`config.mk`:
```
export PLATFORM = sky130hd
export DESIGN_NAME = fetch_seq_ctrl
export DESIGN_NICKNAME = d
export VERILOG_FILES = /design/src/rtl/fetch_seq_ctrl.sv
export SDC_FILE = /design/constraint.sdc
export NUM_CORES = 1
export LEC_CHECK = 0
export BUFFER_PORTS_ARGS = -buffer_cell sky130_fd_sc_hd__buf_4
export CELL_PAD_IN_SITES_DETAIL_PLACEMENT = 2
export CELL_PAD_IN_SITES_GLOBAL_PLACEMENT = 2
export CORE_MARGIN = 4
export CORE_UTILIZATION = 32
export DETAILED_ROUTE_END_ITERATION = 8
export MAX_ROUTING_LAYER = met4
export PLACE_DENSITY = 0.95
export RECOVER_POWER = 25
export SLEW_MARGIN = 10
export SYNTH_ARGS = -nofsm -noshare
export SYNTH_HDL_FRONTEND = slang
export SYNTH_SLANG_ARGS = --single-unit
```
`constraint.sdc`:
```
create_clock -name clk -period 12.4 [get_ports clk]
set_input_delay 1.24 -clock clk [delete_from_list [all_inputs] [get_ports clk]]
set_output_delay 1.24 -clock clk [all_outputs]
set_load 0.03 [all_outputs]
```
`src/rtl/fetch_seq_ctrl.sv`:
```
// Multi-cycle fetch/issue sequencer: owns the PC, fetches over a valid/ready imem channel,
// issues to the IDU and waits for the EXU's next PC. Optional WAIT timeout: FETCH_TIMEOUT_EN.
module fetch_seq_ctrl #(
  parameter int unsigned XLEN           = 64,
  parameter logic [63:0] RESET_PC       = 64'h8000_0000,
  parameter int unsigned CNT_W          = 64,
  parameter int unsigned TIMEOUT_CYCLES = 255
) (
  input  logic             clk,
  input  logic             rst,
  output logic             imem_req_valid,
  input  logic             imem_req_ready,
  output logic [XLEN-1:0]  imem_req_addr,
  input  logic             imem_resp_valid,
  input  logic [31:0]      imem_resp_data,
  input  logic             imem_resp_err,
  output logic             inst_valid,
  input  logic             inst_ready,
  output logic [31:0]      inst,
  output logic [XLEN-1:0]  pc,
  input  logic             nextpc_valid,
  input  logic [XLEN-1:0]  nextpc,
  output logic             halted,
  output logic             fault,
  output logic [CNT_W-1:0] retired_cnt
);

  localparam logic [31:0] EBREAK = 32'h0010_0073;

  typedef enum logic [2:0] {
    S_IDLE, S_REQ, S_WAIT, S_ISSUE, S_EXEC, S_HALT, S_FAULT
  } state_t;

  state_t           state, state_nx;
  logic [XLEN-1:0]  pc_q;
  logic [31:0]      inst_q;
  logic [CNT_W-1:0] cnt_q;
  logic             halted_q, fault_q;
  logic             latch_inst, take_npc, retire;

`ifdef FETCH_TIMEOUT_EN
  localparam int unsigned TO_W = (TIMEOUT_CYCLES < 2) ? 1 : $clog2(TIMEOUT_CYCLES);
  logic [TO_W-1:0] to_cnt;
  logic            to_expire;

  // Counts WAIT cycles without a response; held at zero in every other state.
  always_ff @(posedge clk or posedge rst) begin
    if (rst) begin
      to_cnt <= '0;
    end else if (state != S_WAIT) begin
      to_cnt <= '0;
    end else if (!imem_resp_valid) begin
      to_cnt <= to_cnt + 1'b1;
    end
  end

  assign to_expire = (to_cnt == TO_W'(TIMEOUT_CYCLES - 1));
`endif

  always_ff @(posedge clk or posedge rst) begin
    if (rst) begin
      state <= S_IDLE;
    end else begin
      state <= state_nx;
    end
  end

  always_comb begin
    state_nx   = state;
    latch_inst = 1'b0;
    take_npc   = 1'b0;
    retire     = 1'b0;
    case (state)
      S_IDLE:  state_nx = S_REQ;
      S_REQ:   if (imem_req_ready) state_nx = S_WAIT;
      S_WAIT: begin
        if (imem_resp_valid) begin
          if (imem_resp_err) begin
            state_nx = S_FAULT;
          end else begin
            latch_inst = 1'b1;
            state_nx   = S_ISSUE;
          end
        end
`ifdef FETCH_TIMEOUT_EN
        else if (to_expire) begin
          state_nx = S_FAULT;
        end
`endif
      end
      S_ISSUE: begin
        if (inst_ready) begin
          if (inst_q == EBREAK) begin
            retire   = 1'b1;
            state_nx = S_HALT;
          end else begin
            state_nx = S_EXEC;
          end
        end
      end
      S_EXEC: begin
        if (nextpc_valid) begin
          if (nextpc[1:0] != 2'b00) begin
            state_nx = S_FAULT;
          end else begin
            take_npc = 1'b1;
            retire   = 1'b1;
            state_nx = S_REQ;
          end
        end
      end
      S_HALT:  state_nx = S_HALT;
      S_FAULT: state_nx = S_FAULT;
      default: state_nx = S_IDLE;
    endcase
  end

  always_ff @(posedge clk or posedge rst) begin
    if (rst) begin
      pc_q     <= XLEN'(RESET_PC);
      inst_q   <= '0;
      cnt_q    <= '0;
      halted_q <= 1'b0;
      fault_q  <= 1'b0;
    end else begin
      if (take_npc)   pc_q   <= nextpc;
      if (latch_inst) inst_q <= imem_resp_data;
      if (retire)     cnt_q  <= cnt_q + 1'b1;
      halted_q <= (state_nx == S_HALT);
      fault_q  <= (state_nx == S_FAULT);
    end
  end

  assign imem_req_valid = (state == S_REQ);
  assign imem_req_addr  = pc_q;
  assign inst_valid     = (state == S_ISSUE);
  assign inst           = inst_q;
  assign pc             = pc_q;
  assign halted         = halted_q;
  assign fault          = fault_q;
  assign retired_cnt    = cnt_q;

endmodule

```
==> results.sh, run 1 <==
export IMPL_violations="max-capacitance violations, max-slew violations"
export IMPL_antenna_found_initial=0
export IMPL_dieArea_um2=26500
export IMPL_ctsHtreeMaxLevel=4
export IMPL_synth_edf_count=0
export IMPL_ys_ff_latch=165
export IMPL_ant_nets=0
export IMPL_power_total_w=0.00252
export IMPL_ctsHoldBuffers=0
export IMPL_cts_buffer_depth=2
export IMPL_final_nets=975
export IMPL_grt_pass1_wl_mm=41.9
export IMPL_chipHeight_um=163
export IMPL_clock_skew_ns=0.0141
export IMPL_power_density_nw_per_um2=239
export IMPL_grt_pass1_vias=6837
export IMPL_syn_nets=713
export IMPL_slew_headroom=-2.16
export IMPL_clk_latency_ns=0.43
export IMPL_dp_hpwl_mm=20.4
export IMPL_drive_gt1_frac=0.543
export IMPL_vias_per_cell=4.88
export IMPL_critPathKind="in -> async"
export IMPL_final_util=0.448
export IMPL_post_place_ws_ns=7.83
export IMPL_num_antenna_cells=0
export IMPL_wl_per_cell_um=22.8
export IMPL_drv_slew=141
export IMPL_startpoint="rst"
export IMPL_netlist_instances=609
export IMPL_routabilityCongestion=0.784
export IMPL_fin_crit_sh=0.368
export IMPL_drtPass1Iterations=5
export IMPL_clk_pin_slew_ns=0.07
export IMPL_yosys_most_used_dff="dfrtp_1"
export IMPL_grt_usage=0.209
export IMPL_syn_to_final_growth_pct=37.6
export IMPL_root_buffer="clkbuf_16"
export IMPL_worst_pin_slew_ns=4.71
export IMPL_post_cts_buffers=0
export IMPL_endpoint_kind="async pin"
export IMPL_core_rowCount=56
export IMPL_synthArstFlopShare=1.00
export IMPL_crit_chain="clkbuf_4 > clkinvlp_2 > buf_4"
export IMPL_worstPathRequired_ns=12.85
export IMPL_hold_depth=1
export IMPL_status="finished with violations"
export IMPL_syn_area_um2=7670
export IMPL_setup_viol=0
export IMPL_tritoncts="yes"
export IMPL_initial_utilization=0.326
export IMPL_yosysUniqueCellTypes=47
export IMPL_cp_depth=3
export IMPL_ir_worst_vdd_uv=120
export IMPL_vias=5876
export IMPL_hp_class="reg -> reg"
export IMPL_crit_path_end="retired_cnt[11]$_DFFE_PP0P_"
export IMPL_p_leak_nw=5.26
export IMPL_crit_reg2reg_launch="state[1]$_DFF_PP0_"
export IMPL_grt_max_degree=107
export IMPL_cp_data_arrival_time_ns=5.01
export IMPL_slowest_delay_ns=2.62
export IMPL_r2r_cells=6
export IMPL_crit_buf_inv=3
export IMPL_crit_fanout=106
export IMPL_critical_path_top_delay_family="buffers and inverters"
export IMPL_cts_resized=0
export IMPL_cts_sinks=165
export IMPL_grt_ovfl_total=0
export IMPL_crit_slowest_cell="clkinvlp_2"
export IMPL_core_area_um2=23500
export IMPL_max_freq_mhz=219
export IMPL_cts_inserted_buffers=17
export IMPL_fin_crit_ns=4.56
export IMPL_drtIter0Drc=250
export IMPL_cp_start_kind="input pin"
export IMPL_reg2reg_setup_slack_ns=9.10
export IMPL_ys_warn_count=0
export IMPL_final_common_cell="buf_4"
export IMPL_ys_seq_area_frac=0.538
export IMPL_rsz0062_at_grt="false"
export IMPL_maxCapViolCount=2
export IMPL_finalWorstSetupSlack_ns=7.84
export IMPL_die_w_um=163
export IMPL_wirelength_mm=27.4
export IMPL_portBuffers=330
export IMPL_fin_tns_setup_ns=0
export IMPL_fill_cells=2411
export IMPL_io_pin_count=331
export IMPL_syn_area_per_cell_um2=12.6
export IMPL_drcViolationCount=0
export IMPL_timing_rr_end="retired_cnt[21]$_DFFE_PP0P_"
export IMPL_final_cell_mix="328 x buf_4, 164 x dfrtp_1, 93 x mux2_2"
export IMPL_hold_viol=0
synthesized netlist by cell type (all sizes together) (4+ instances only):
master / instances / area share
xnor2: 39 / 0.045
nor3b: 4 / 0.0046
dfrtp: 164 / 0.54
inv: 5 / 0.0024
mux2: 94 / 0.14
clkbuf: 14 / 0.0070
nand4: 36 / 0.032
and4: 8 / 0.0091
nand2b: 4 / 0.0033
nand2: 25 / 0.012
and3: 13 / 0.011
buf: 75 / 0.076
nand3: 27 / 0.018
nor3: 19 / 0.021
and2: 9 / 0.0073
xor2: 24 / 0.027
nor2: 16 / 0.0078
nor4: 9 / 0.012
flip-flops by register name, indices dropped and copies added (netlist names):
name and count:
halted 1, retired_cnt 64, inst 32, state 3, imem_req_addr 64, fault 1
cell type report:
cell class | instances | area, um^2 | area share
Clock inverter | 12 | 165 | 0.0157
Timing Repair Buffer | 332 | 2480 | 0.235
Clock buffer | 20 | 457 | 0.0433
Tap cell | 319 | 399 | 0.0378
Sequential cell | 165 | 4130 | 0.391
Inverter | 5 | 20.0 | 0.00190
Multi-Input combinational cell | 350 | 2900 | 0.274
power by group:
group | leakage, nW | total (W) | switching [W] | internal [W]
Combinational | 2.80 | 0.00112 | 0.000685 | 0.000432
Clock | 0.300 | 0.000569 | 0.000237 | 0.000332
Sequential | 2.16 | 0.000833 | 0.000147 | 0.000686
Total | 5.26 | 0.00252 | 0.00107 | 0.00145
metal layers:
metal	GRT usage	vias up	wire (um)	share of wire
met5	-	-	0	0
met4	0.0576	0	471	0.017
met3	0.0519	33	1780	0.065
met2	0.381	226	14900	0.54
met1	0.227	3022	10200	0.37
li1	-	2595	-	-
per-stage QoR:
stage	std cells	area [um^2]	hold WS, ns
final	1203	10600	0.481
after global routing	1203	10600	0.491
after CTS	1203	10600	0.483
after detailed placement	1171	9940	0.470
after global placement	1171	9940	0.459
after floorplan	609	7670	0.591
logic make-up after synthesis:
kind of cell	count (synthesis)	synth area share
AOI/OAI and AO/OA	9	0.0106
xor gates and xnor gates	63	0.0719
adders and majority gates	1	0.00163
buffers and inverters	94	0.0855
DFF	165	0.539
muxes	94	0.138
and+or+nand+nor	183	0.154
worst min-delay path by stage:
| stage | startpoint | to | slack [ns] |
|---|---|---|---|
| 2_1_floorplan | state[1]$_DFF_PP0_ | state[1]$_DFF_PP0_ | 0.59 |
| 3_3_place_gp | retired_cnt[63]$_DFFE_PP0P_ | retired_cnt[63]$_DFFE_PP0P_ | 0.46 |
| 3_5_place_dp | retired_cnt[63]$_DFFE_PP0P_ | retired_cnt[63]$_DFFE_PP0P_ | 0.47 |
| 4_1_cts | retired_cnt[63]$_DFFE_PP0P_ | retired_cnt[63]$_DFFE_PP0P_ | 0.48 |
| 5_1_grt | retired_cnt[63]$_DFFE_PP0P_ | retired_cnt[63]$_DFFE_PP0P_ | 0.49 |
| 6_report | retired_cnt[63]$_DFFE_PP0P_ | retired_cnt[63]$_DFFE_PP0P_ | 0.48 |
Power figures use the tool's default switching activity.
==> run 2, diff against run 1 <==
--- a/config.mk
+++ b/config.mk
@@ -9,10 +9,10 @@
 export CELL_PAD_IN_SITES_DETAIL_PLACEMENT = 2
 export CELL_PAD_IN_SITES_GLOBAL_PLACEMENT = 2
 export CORE_MARGIN = 4
-export CORE_UTILIZATION = 32
+export CORE_UTILIZATION = 30
 export DETAILED_ROUTE_END_ITERATION = 8
 export MAX_ROUTING_LAYER = met4
-export PLACE_DENSITY = 0.95
+export PLACE_DENSITY = 0.92
 export RECOVER_POWER = 25
 export SLEW_MARGIN = 10
 export SYNTH_ARGS = -nofsm -noshare
==> constraint.sdc (replaced) <==
create_clock -name clk -period 4.21 [get_ports clk]
set_input_delay 0.421 -clock clk [delete_from_list [all_inputs] [get_ports clk]]
set_output_delay 0.421 -clock clk [all_outputs]
set_load 0.03 [all_outputs]
==> run 2 against run 1 <==
Effect of this change:
- the flow still finishes with violations (max-capacitance violations, max-slew violations)
- clock skew grew 0.0018 ns
- setup slack lost 6.2 ns
- die area grew 6.3%
- combinational power grew to 2.9 times the previous value
- worst hold slack lost 0.26 ns
- register-to-register slack lost 7.5 ns
- wire length shrank 6.0%
- core utilization shrank 2.9 points
- global-route usage shrank 2.4 points
- critical path depth grew 3
==> results.sh, run 2 (synthesis gave the netlist of run 1 again) <==
export IMPL_slowest_delay_ns=0.51
export IMPL_p_leak_nw=5.27
export IMPL_power_density_nw_per_um2=689
export IMPL_io_pin_count=331
export IMPL_startpoint="retired_cnt[25]$_DFFE_PP0P_"
export IMPL_clock_skew_ns=0.0159
export IMPL_cts_inserted_buffers=17
export IMPL_drtIter0Drc=184
export IMPL_worstHoldStart="imem_resp_data[30]"
export IMPL_slew_headroom=-0.537
export IMPL_drv_slew=166
export IMPL_rsz0062_at_grt="false"
export IMPL_drcViolationCount=0
export IMPL_clk_latency_ns=0.43
export IMPL_critPathKind="reg -> reg"
export IMPL_critical_path_top_delay_family="simple AND/OR/NAND/NOR gates"
export IMPL_fill_cells=2634
export IMPL_hp_class="in -> reg"
export IMPL_grt_ovfl_total=0
export IMPL_hold_viol=0
export IMPL_grt_max_degree=166
export IMPL_status="finished with violations"
export IMPL_antenna_found_initial=0
export IMPL_dp_cells=1185
export IMPL_cp_start_kind="flip-flop"
export IMPL_fin_cells=1217
export IMPL_core_rowCount=58
export IMPL_maxCapViolCount=1
export IMPL_core_area_um2=25200
export IMPL_ctsHtreeMaxLevel=4
export IMPL_tritoncts="yes"
export IMPL_fin_tns_setup_ns=0
export IMPL_chipHeight_um=168
export IMPL_wirelength_mm=25.8
export IMPL_fin_crit_sh=0.622
export IMPL_grt_pass1_wl_mm=40.3
export IMPL_routabilityCongestion=0.775
export IMPL_root_buffer="clkbuf_16"
export IMPL_violations="max-capacitance violations, max-slew violations"
export IMPL_post_cts_buffers=0
export IMPL_cts_resized=0
export IMPL_num_antenna_cells=0
export IMPL_worst_pin_slew_ns=2.31
export IMPL_ir_worst_vdd_uv=371
export IMPL_cp_data_arrival_time_ns=2.97
export IMPL_clk_pin_slew_ns=0.07
export IMPL_grt_usage=0.186
export IMPL_fin_crit_ns=2.62
export IMPL_max_freq_mhz=382
export IMPL_final_cell_mix="333 x buf_4, 164 x dfrtp_1, 94 x mux2_2"
export IMPL_vias_per_cell=4.78
export IMPL_crit_buf_inv=0
export IMPL_cts_buffer_depth=2
export IMPL_hold_slack_ns=0.221
export IMPL_cts_sinks=165
export IMPL_initial_utilization=0.305
export IMPL_portBuffers=330
export IMPL_crit_chain="nand4_1 > nor3_2 > nand4_2 > nand2b_1 > nor4b_2 > xor2_1"
export IMPL_drtPass1Iterations=4
export IMPL_ctsHoldBuffers=0
export IMPL_ant_nets=0
export IMPL_multi_input_area_um2=2900
export IMPL_final_common_cell="buf_4"
export IMPL_vias=5813
export IMPL_syn_to_final_growth_pct=37.5
export IMPL_drive_gt1_frac=0.547
export IMPL_worstPathRequired_ns=4.56
export IMPL_endpoint_kind="flip-flop"
export IMPL_regArea_um2=4130
export IMPL_crit_slowest_cell="nand2b_1"
export IMPL_dieArea_um2=28200
export IMPL_crit_fanout=9
export IMPL_dp_hpwl_mm=19.8
export IMPL_wl_per_cell_um=21.2
export IMPL_grt_pass1_vias=6735
export IMPL_setup_viol=0
export IMPL_final_nets=978
export IMPL_die_w_um=168
export IMPL_final_util=0.419
export IMPL_crit_reg2reg_launch="retired_cnt[25]$_DFFE_PP0P_"
run 2: cell type report:
type,instances,area share
flip-flops and latches,165,0.392
multi-input cells,350,0.275
repair buffers,335,0.238
clock buffers,18,0.0407
well taps,330,0.0391
clock inverters,14,0.0138
inverters,5,0.00190
run 2: through the flow:
step	power, W	area (um^2)	worst slack, ns
3_3_place_gp	0.00565	9990	1.64
2_1_floorplan	0.00464	7670	1.69
3_5_place_dp	0.00580	9990	1.57
6_report	0.00727	10500	1.59
5_1_grt	0.00761	10500	1.38
4_1_cts	0.00738	10600	1.55
run 2: worst reg2reg max path: cells and delay by family (launching register included):
family / cells / cell delay [ns]
xor gates and xnor gates: 1 / 0.18
and+or+nand+nor: 5 / 1.93
DFF: 1 / 0.44
run 2: power by group:
| part | switching (W) | internal, W | leakage (nW) |
|---|---|---|---|
| clock network | 0.000705 | 0.000834 | 0.280 |
| logic | 0.00199 | 0.00127 | 2.82 |
| registers | 0.000447 | 0.00202 | 2.16 |
run 2: final timing paths:
kind,end,slack (ns),depth (start not counted)
max,retired_cnt[51]$_DFFE_PP0P_,1.59,6
min,inst[30]$_DFFE_PP0P_,0.22,2
max reg2reg,retired_cnt[51]$_DFFE_PP0P_,1.59,6
min reg2reg,retired_cnt[63]$_DFFE_PP0P_,0.49,1
max in group asynchronous,retired_cnt[37]$_DFFE_PP0P_,1.91,3
min in group asynchronous,inst[9]$_DFFE_PP0P_,0.91,3
run 2: routing by layer:
metal,vias up,share of wire,global-route usage,wire (um)
met3,14,0.051,0.0329,1300
met1,3006,0.39,0.212,10000
met5,-,0,-,0
li1,2603,-,-,-
met2,190,0.55,0.340,14200
met4,0,0.0097,0.0420,251
==> run 3, diff against run 2 <==
--- a/config.mk
+++ b/config.mk
@@ -9,10 +9,10 @@
 export CELL_PAD_IN_SITES_DETAIL_PLACEMENT = 2
 export CELL_PAD_IN_SITES_GLOBAL_PLACEMENT = 2
 export CORE_MARGIN = 4
-export CORE_UTILIZATION = 30
+export CORE_UTILIZATION = 27
 export DETAILED_ROUTE_END_ITERATION = 8
 export MAX_ROUTING_LAYER = met4
-export PLACE_DENSITY = 0.92
+export PLACE_DENSITY = 0.88
 export RECOVER_POWER = 25
 export SLEW_MARGIN = 10
 export SYNTH_ARGS = -nofsm -noshare
==> constraint.sdc (replaced) <==
create_clock -name clk -period 2.33 [get_ports clk]
set_input_delay 0.233 -clock clk [delete_from_list [all_inputs] [get_ports clk]]
set_output_delay 0.233 -clock clk [all_outputs]
set_load 0.03 [all_outputs]
==> run 3 against run 2 <==
Effect of this change:
- the flow now finishes without violations
- sequential cell count unchanged
- largest cell class unchanged
- critical path type unchanged
- sequential power up 80%
- first-iteration DRC count down 14%
- register-to-register slack worse by 1.6 ns
- die area up 11%
- fmax up 14%
- clock skew up 0.0014 ns
- clock power up 99%
==> results.sh, run 3 (synthesis gave the netlist of run 1 again) <==
export IMPL_status="complete, no violations"
export IMPL_clock_skew_ns=0.0173
export IMPL_core_rowCount=61
export IMPL_timing_rr_end="halted$_DFF_PP0_"
export IMPL_ctsHtreeMaxLevel=4
export IMPL_max_freq_mhz=435
export IMPL_drcViolationCount=0
export IMPL_dieArea_um2=31200
export IMPL_grt_pass1_vias=6656
export IMPL_fill_cells=2947
export IMPL_final_nets=1016
export IMPL_finalWorstSetupSlack_ns=0.0303
export IMPL_setup_viol=0
export IMPL_final_common_cell="buf_4"
export IMPL_grt_pass1_wl_mm=40.7
export IMPL_critPathKind="reg -> reg"
export IMPL_final_cell_mix="360 x buf_4, 164 x dfrtp_1, 94 x mux2_2"
export IMPL_tritoncts="yes"
export IMPL_routabilityCongestion=0.795
export IMPL_whs_endpoint="inst[26]$_DFFE_PP0P_"
export IMPL_grt_usage=0.173
export IMPL_cts_sinks=165
export IMPL_fin_crit_sh=0.987
export IMPL_drive_gt1_frac=0.575
export IMPL_maxCapViolCount=0
export IMPL_post_place_ws_ns=-0.0326
export IMPL_antenna_found_initial=0
export IMPL_slew_headroom=0.313
export IMPL_cts_buffer_depth=2
export IMPL_cp_data_arrival_time_ns=2.61
export IMPL_clk_pin_slew_ns=0.07
export IMPL_initial_utilization=0.275
export IMPL_worstPathRequired_ns=2.64
export IMPL_dp_hpwl_mm=20.8
export IMPL_reg2reg_setup_slack_ns=0.03
export IMPL_r2r_cells=8
export IMPL_grt_ovfl_total=0
export IMPL_drtIter0Drc=158
export IMPL_worstHoldStart="imem_resp_data[26]"
export IMPL_drtPass1Iterations=4
export IMPL_crit_reg2reg_launch="state[1]$_DFF_PP0_"
export IMPL_num_antenna_cells=0
export IMPL_rsz0062_at_grt="true"
export IMPL_cp_start_kind="flip-flop"
export IMPL_portBuffers=330
export IMPL_wirelength_mm=28.5
export IMPL_vias=5967
export IMPL_power_density_nw_per_um2=1220
export IMPL_crit_fanout=9
export IMPL_vias_per_cell=4.58
export IMPL_hold_depth=2
export IMPL_hold_viol=0
export IMPL_die_w_um=177
export IMPL_io_pin_count=331
export IMPL_clk_latency_ns=0.43
export IMPL_regArea_um2=4130
export IMPL_grt_max_degree=66
export IMPL_chipHeight_um=177
export IMPL_hp_class="in -> reg"
export IMPL_placed_area_um2=10300
export IMPL_root_buffer="clkbuf_16"
export IMPL_fin_crit_ns=2.30
export IMPL_dp_cells=1257
export IMPL_wl_per_cell_um=21.9
export IMPL_worst_pin_slew_ns=1.02
export IMPL_endpoint_kind="flip-flop"
export IMPL_ir_worst_vdd_uv=561
export IMPL_fin_cells=1302
export IMPL_ant_nets=0
export IMPL_drv_slew=0
export IMPL_syn_to_final_growth_pct=45.0
export IMPL_multi_input_area_um2=3000
export IMPL_fin_area_um2=11100
export IMPL_cts_inserted_buffers=17
export IMPL_core_area_um2=27900
export IMPL_p_leak_nw=5.55
[run 3: cell types whose count changed in the layout (fill, tap and decap cells not counted), moves of 3 or more]
cell,change
clkbuf_16,+3
nor4_1,-3
bufinv_16,+3
buf_4,+27
[run 3: cell type report]
| cell class | instances | share of cell area |
|---|---|---|
| clock buffers | 20 | 0.0402 |
| clock inverters | 11 | 0.0158 |
| inverters | 5 | 0.00180 |
| multi-input cells | 351 | 0.269 |
| flip-flops and latches | 165 | 0.371 |
| well taps | 378 | 0.0425 |
| repair buffers | 372 | 0.259 |
[run 3: what timing repair did]
| item | CTS | global route |
|---|---|---|
| hold buffers | 1 | 0 |
| cloned | 0 | 4 |
| gates resized for setup | 2 | 15 |
| endpoints found under the setup margin | 3 | 28 |
| pin swaps | 2 | 14 |
| setup buffers | 2 | 7 |
| endpoints found under the hold margin | 16 | 0 |
[run 3: report_power, final]
part	switching (W)	internal (W)
clock network	0.00123	0.00183
registers	0.000799	0.00365
logic	0.00368	0.00242
[run 3: stage by stage]
stage | TNS [ns] | hold WS, ns | utilization | total power [W]
global placement | 0 | 0.328 | 0.368 | 0.0103
finish | 0 | 0.0320 | 0.398 | 0.0136
global route | -0.449 | 0.00697 | 0.398 | 0.0142
floorplan | -0.158 | 0.384 | - | 0.00839
detailed placement | -0.0475 | 0.333 | 0.368 | 0.0105
CTS | 0 | 0.0119 | 0.392 | 0.0137
[run 3: worst max-delay path by stage]
stage | startpoint | endpoint | slack (ns) | cells past startpoint
floorplan | rst | fault$_DFF_PP0_ | -0.001 | 1
global placement | inst[17]$_DFFE_PP0P_ | retired_cnt[53]$_DFFE_PP0P_ | 0.04 | 8
detailed placement | inst[22]$_DFFE_PP0P_ | retired_cnt[51]$_DFFE_PP0P_ | -0.03 | 7
CTS | state[0]$_DFF_PP0_ | retired_cnt[57]$_DFFE_PP0P_ | 0.02 | 8
global route | inst[9]$_DFFE_PP0P_ | retired_cnt[38]$_DFFE_PP0P_ | -0.06 | 7
finish | state[1]$_DFF_PP0_ | halted$_DFF_PP0_ | 0.03 | 8
[run 3: worst max-delay path, stage by stage, from the launching register on]
cell	delay [ns]
dfrtp_1	0.44
and3b_1	0.26
nand4_2	0.11
nor4_4	0.06
buf_6	0.14
a21boi_2	0.51
buf_4	0.28
o2111ai_1	0.16
and3b_1	0.22
[run 3: layer usage]
| layer | part of all wire | GRT usage | vias to the layer above |
|---|---|---|---|
| met1 | 0.39 | 0.201 | 3082 |
| met4 | 0.0091 | 0.0332 | 0 |
| met5 | 0 | - | - |
| met2 | 0.53 | 0.300 | 189 |
| met3 | 0.070 | 0.0516 | 16 |
| li1 | - | - | 2680 |
